--- src/rtl/div_pkg.sv ---
// Shared types for the sequential rounding divider: FSM encoding and rounding modes.
package div_pkg;

  typedef enum logic [1:0] {
    IDLE  = 2'd0,
    CALC  = 2'd1,
    ROUND = 2'd2,
    DONE  = 2'd3
  } div_state_e;

  // Code 3 is reserved and behaves exactly like truncation.
  typedef enum logic [1:0] {
    RM_TRUNC     = 2'd0,
    RM_HALF_UP   = 2'd1,
    RM_HALF_EVEN = 2'd2,
    RM_RSVD      = 2'd3
  } rmode_e;

endpackage

--- src/rtl/div_round_dec.sv ---
// Combinational rounding decision: whether the truncated quotient must be bumped by one.
module div_round_dec
  import div_pkg::*;
#(
  parameter int D_W = 17
) (
  input  logic [D_W-1:0] r_i,
  input  logic [D_W-1:0] d_i,
  input  logic           q0_i,
  input  rmode_e         mode_i,
  output logic           inc_o
);

  // 2R needs one extra bit so the comparison against D never wraps.
  logic [D_W:0] two_r;
  logic [D_W:0] d_ext;

  assign two_r = {r_i, 1'b0};
  assign d_ext = {1'b0, d_i};

  // NOTE: every always_comb output gets a default first so no path can infer a latch.
  always_comb begin
    inc_o = 1'b0;
    case (mode_i)
      RM_HALF_UP:   inc_o = (two_r >= d_ext);
      RM_HALF_EVEN: inc_o = (two_r > d_ext) || ((two_r == d_ext) && q0_i);
      default:      inc_o = 1'b0;
    endcase
  end

endmodule

--- src/rtl/div_uint_round_seq.sv ---
// Unsigned restoring divider, one quotient bit per cycle, with selectable quotient rounding.
module div_uint_round_seq
  import div_pkg::*;
#(
  parameter int Z_W = 32,
  parameter int D_W = 17
) (
  input  logic           Clk_i,
  input  logic           Rst_n_i,
  input  logic           in_valid_i,
  output logic           in_ready_o,
  input  logic [Z_W-1:0] z_i,
  input  logic [D_W-1:0] d_i,
  input  logic [1:0]     rmode_i,
  output logic           out_valid_o,
  input  logic           out_ready_i,
  output logic [Z_W-1:0] q_o,
  output logic [D_W-1:0] r_o,
  output logic           rnd_inc_o,
  output logic           div0_o
);

  localparam int CNT_W = $clog2(Z_W + 1);
  localparam int RW    = D_W + 1;

  div_state_e       state, state_nxt;
  logic [CNT_W-1:0] cnt;
  logic [Z_W-1:0]   q_r;     // dividend shift register, becomes the quotient
  logic [RW-1:0]    rem_r;
  logic [D_W-1:0]   d_r;
  rmode_e           mode_r;
  logic             inc_r;
  logic             div0_r;

  logic             accept;
  logic             calc_last;
  logic [RW:0]      shifted;
  logic             fits;
  logic [RW-1:0]    rem_nxt;
  logic             round_inc;

  assign accept    = in_valid_i && (state == IDLE);
  assign calc_last = (cnt == CNT_W'(Z_W - 1));

  // Shift the next dividend bit into the partial remainder and trial-subtract D.
  assign shifted = {rem_r, q_r[Z_W-1]};
  assign fits    = (shifted >= {2'b00, d_r});
  assign rem_nxt = fits ? RW'(shifted - {2'b00, d_r}) : shifted[RW-1:0];

  div_round_dec #(.D_W(D_W)) u_round_dec (
    .r_i    (rem_r[D_W-1:0]),
    .d_i    (d_r),
    .q0_i   (q_r[0]),
    .mode_i (mode_r),
    .inc_o  (round_inc)
  );

  // NOTE: sequential state uses non-blocking assignments so all registers update together.
  always_ff @(posedge Clk_i or negedge Rst_n_i) begin
    if (!Rst_n_i) state <= IDLE;
    else          state <= state_nxt;
  end

  always_comb begin
    state_nxt = state;
    case (state)
      IDLE:  if (accept) state_nxt = (d_i == '0) ? DONE : CALC;
      CALC:  if (calc_last) state_nxt = ROUND;
      ROUND: state_nxt = DONE;
      DONE:  if (out_ready_i) state_nxt = IDLE;
      default: state_nxt = IDLE;
    endcase
  end

  always_ff @(posedge Clk_i or negedge Rst_n_i) begin
    if (!Rst_n_i) begin
      cnt    <= '0;
      q_r    <= '0;
      rem_r  <= '0;
      d_r    <= '0;
      mode_r <= RM_TRUNC;
      inc_r  <= 1'b0;
      div0_r <= 1'b0;
    end else begin
      case (state)
        IDLE: if (accept) begin
          d_r    <= d_i;
          mode_r <= rmode_e'(rmode_i);
          cnt    <= '0;
          inc_r  <= 1'b0;
          if (d_i == '0) begin
            q_r    <= '1;
            rem_r  <= {1'b0, z_i[D_W-1:0]};
            div0_r <= 1'b1;
          end else begin
            q_r    <= z_i;
            rem_r  <= '0;
            div0_r <= 1'b0;
          end
        end
        CALC: begin
          rem_r <= rem_nxt;
          q_r   <= {q_r[Z_W-2:0], fits};
          cnt   <= cnt + 1'b1;
        end
        ROUND: begin
          // An increment implies D >= 2, so the quotient cannot wrap here.
          q_r   <= q_r + Z_W'(round_inc);
          inc_r <= round_inc;
        end
        default: ;
      endcase
    end
  end

  assign in_ready_o  = (state == IDLE);
  assign out_valid_o = (state == DONE);
  assign q_o         = out_valid_o ? q_r            : '0;
  assign r_o         = out_valid_o ? rem_r[D_W-1:0] : '0;
  assign rnd_inc_o   = out_valid_o && inc_r;
  assign div0_o      = out_valid_o && div0_r;

endmodule

--- config.mk ---
export PLATFORM = sky130hd
export DESIGN_NAME = div_uint_round_seq
export DESIGN_NICKNAME = d
export VERILOG_FILES = /design/src/rtl/div_pkg.sv /design/src/rtl/div_round_dec.sv /design/src/rtl/div_uint_round_seq.sv
export SDC_FILE = /design/constraint.sdc
export NUM_CORES = 1
export LEC_CHECK = 0
export ABC_AREA = 1
export BUFFER_PORTS_ARGS = -buffer_cell sky130_fd_sc_hd__buf_4
export CORE_UTILIZATION = 45
export CTS_BUF_LIST = sky130_fd_sc_hd__clkbuf_16
export DETAILED_ROUTE_END_ITERATION = 16
export GPL_TIMING_DRIVEN = 0
export PLACE_DENSITY = 0.66
export SETUP_SLACK_MARGIN = 0.05
export SYNTH_ARGS = -nofsm -noshare
export SYNTH_HDL_FRONTEND = slang
export SYNTH_SLANG_ARGS = --single-unit
--- constraint.sdc ---
create_clock -name Clk_i -period 5.23 [get_ports Clk_i]
set_clock_uncertainty 0.15 [all_clocks]
set_input_delay 0.2615 -clock Clk_i [delete_from_list [all_inputs] [get_ports Clk_i]]
set_output_delay 0.2615 -clock Clk_i [all_outputs]
set_load 0.1 [all_outputs]
==> run metrics <==
CP endpoint kind flop; CP arrival roughly 3.8 ns; WL met3 slightly above 2 mm; final net count 1,330; largest net degree at the start of global routing 80; Final Critical Period between 3 and 4 ns; Max Clk Rate about 0.27 GHz; Total Routing Usage GR 29.0%; CP Launch Type flop; Iter 0 DRT Violations a little under 700; first-pass GRT wire length 35.8 mm; critical path required time about 5.3 ns; Clk Latency, worst-skew pair roughly 0.35 ns; Design Area, Final between 0.008 and 0.009 mm2; fin util between 50% and 60%; Routability Congestion about 0.96; Core Area approximately 0.015 mm2; M1 wire length between 10 and 15 mm; Area Overhead vs Synth 19.7%; vias 7,530; asr flop ratio synth 100%; Setup violations, final 0; Slew @ Worst Pin 1.05 ns; routed wl met2 roughly 9.2 mm; DR vias/cell between 5 and 6; Max transition margin a little under a third; Post-Synthesis Cells roughly 1,100; CTS tree done; initial antenna violation count 0; fraction of the cycle the final worst path needs around 72%; register area just under 0.002 mm2; layout cells sized above 1 about 16%; Fin. Hold Viols 0; placed cell areas roughly 0.0080 mm2; DRC 0; FILL cells ~1,600; most frequent cells in the layout nand2_1, inv_1, buf_4, nor2_1, dfrtp_1; Die Area between 0.015 and 0.02 mm2; Slew Limit Fails 0; vias in the first global route 6,794; average wire per standard cell between 15 and 20 um; total grt overflow 0; number of clock sinks 79; Starting Density between 40% and 50%; CTS clk-pin slew, worst paths ~0.06 ns; Die Span Y between 100 and 150 um; uppermost layer routed met4; max-cap check violation count 0; cell area after synthesis between 0.006 and 0.007 mm2; Synth Flop Type dfrtp_1; RSZ-0062 raised after global routing no; multi-input combinational cell area around 0.004 mm2; diode count 0; syn_nets ~1,200; port buffer count roughly 110; Post-synth EDFFs 0; Max clock buf depth 2; sequential share of the synthesized area around 28%; Synth Warn # 0; most common cell after layout, fill and taps aside nand2_1; number of synthesized register bits 79; status finished, final reports clean; Hold WC Path Type in2reg; H-tree levels 3; Avg Cell Area, Syn slightly above 6 um2; Sum Neg Setup Slack 0 ns; post-CTS repair timing setup buffer count 0; CP max FO 6; Pre-antenna DRT Iters 6; Routed Antenna Nets 0; Num CTS Buffers 9; # rows between 40 and 50; I/O pin total approximately 110; DRT Wirelength around 22 mm; hpwl dp roughly 17 mm; kind of critical path reg2reg; CTS Root Cell clkbuf_16; Cell variety after synth 45; die width around 130 um
-- path summary, 6_finish.rpt --
check | from | endpoint | slack (ns) | cells past startpoint
hold / removal | rmode_i[1] | mode_r[1] | 0.01 | 3
hold reg to reg | cnt[5] | cnt[5] | 0.33 | 1
setup reg to reg | rem_r[8] | q_r[22] | 1.47 | 22
setup / recovery | rem_r[8] | q_r[22] | 1.47 | 22
max in group asynchronous | Rst_n_i | d_r[13] | 3.76 | 2
min in group asynchronous | Rst_n_i | q_r[19] | 0.46 | 2
-- cell usage after synthesis, types with 2 or more instances --
cell	count	area, um2
nor2_1	79	297
nand3_1	50	250
o21bai_1	4	30.0
a21o_1	2	15.0
clkbuf_1	24	90.1
buf_2	7	35.0
buf_6	4	45.0
o21ai_1	7	35.0
or2_2	3	18.8
nor3_2	5	50.1
ha_1	27	338
o21ai_0	68	340
a21oi_1	67	335
clkbuf_2	2	10.0
o221ai_1	5	43.8
xnor2_1	6	52.6
nand3b_1	3	22.5
o211ai_1	11	82.6
nand2_1	357	1340
dfrtp_1	79	1980
nand2_2	5	31.3
inv_1	216	811
nand4_1	14	87.6
nor3_1	16	80.1
a21oi_2	10	87.6
nand3b_2	7	78.8
nand3_2	15	150
o22ai_1	7	43.8
nor2_2	10	62.6
inv_2	2	7.51
-- per-layer routing --
layer / global-route usage (%) / up-vias
met5: 0 / -
met4: 6.87 / 0
met3: 6.75 / 24
met2: 42.8 / 316
met1: 42.5 / 3414
li1: - / 3776
-- worst max-delay path, stage by stage, from the launching register on --
cell and delay, ns:
dfrtp_1 0.48, ha_1 0.44, nand2_1 0.14, nor2_1 0.20
inv_1 0.08, a21oi_1 0.10, o21ai_0 0.09, nand3_1 0.14
nand3_1 0.16, inv_1 0.10, ha_1 0.19, ha_1 0.17
nand2_1 0.07, inv_1 0.10, nand2_1 0.08, nor2_1 0.16
nand3_1 0.13, nor2_2 0.28, nand2_1 0.08, nand2_1 0.06
o21ai_0 0.07, nand3_1 0.07, o21ai_0 0.08
-- cell type report --
| type | count | area share (%) |
|---|---|---|
| Multi-Input combinational cell | 790 | 47.6 |
| Sequential cell | 79 | 23.6 |
| Timing Repair Buffer | 109 | 9.85 |
| Inverter | 219 | 9.83 |
| Tap cell | 188 | 2.81 |
| Clock buffer | 9 | 2.69 |
| Buffer | 39 | 2.41 |
| Clock inverter | 7 | 1.12 |
-- state kept, by name (all words and copies together), names as in the netlist --
name / count
inc_r: 1
mode_r: 2
div0_r: 1
state: 2
q_r: 32
d_r: 17
cnt: 6
rem_r: 18
-- cells by family (layout without fill, tap and decap cells) --
| logic type | Yosys count | count (layout) | share of synthesized area [%] |
|---|---|---|---|
| flip-flops | 79 | 79 | 28.3 |
| adder cells (fa/ha/maj) | 28 | 28 | 5.12 |
| AO/OA/AOI/OAI | 186 | 186 | 15.1 |
| AND/OR/NAND/NOR | 568 | 568 | 35.8 |
| XOR/XNOR | 7 | 7 | 0.878 |
| multiplexers | 1 | 1 | 0.161 |
| buffers and inverters | 258 | 383 | 14.7 |
-- metrics by stage --
| step | setup WS (ns) | instances | hold slack [ns] |
|---|---|---|---|
| 2_1_floorplan | 2.39 | 1127 | -0.184 |
| 3_3_place_gp | 1.55 | 1422 | 0.309 |
| 3_5_place_dp | 1.55 | 1422 | 0.312 |
| 4_1_cts | 1.54 | 1440 | 0.00842 |
| 5_1_grt | 1.14 | 1440 | 0.0263 |
| 6_report | 1.47 | 1440 | 0.0144 |
-- timing repair --
item	CTS	global route
hold endpoints to repair	38	0
hold buffers	2	0
resized for setup	0	0
Power is not shown: default switching activity piles up to over one toggle a cycle in this logic, so the estimate is an artifact.
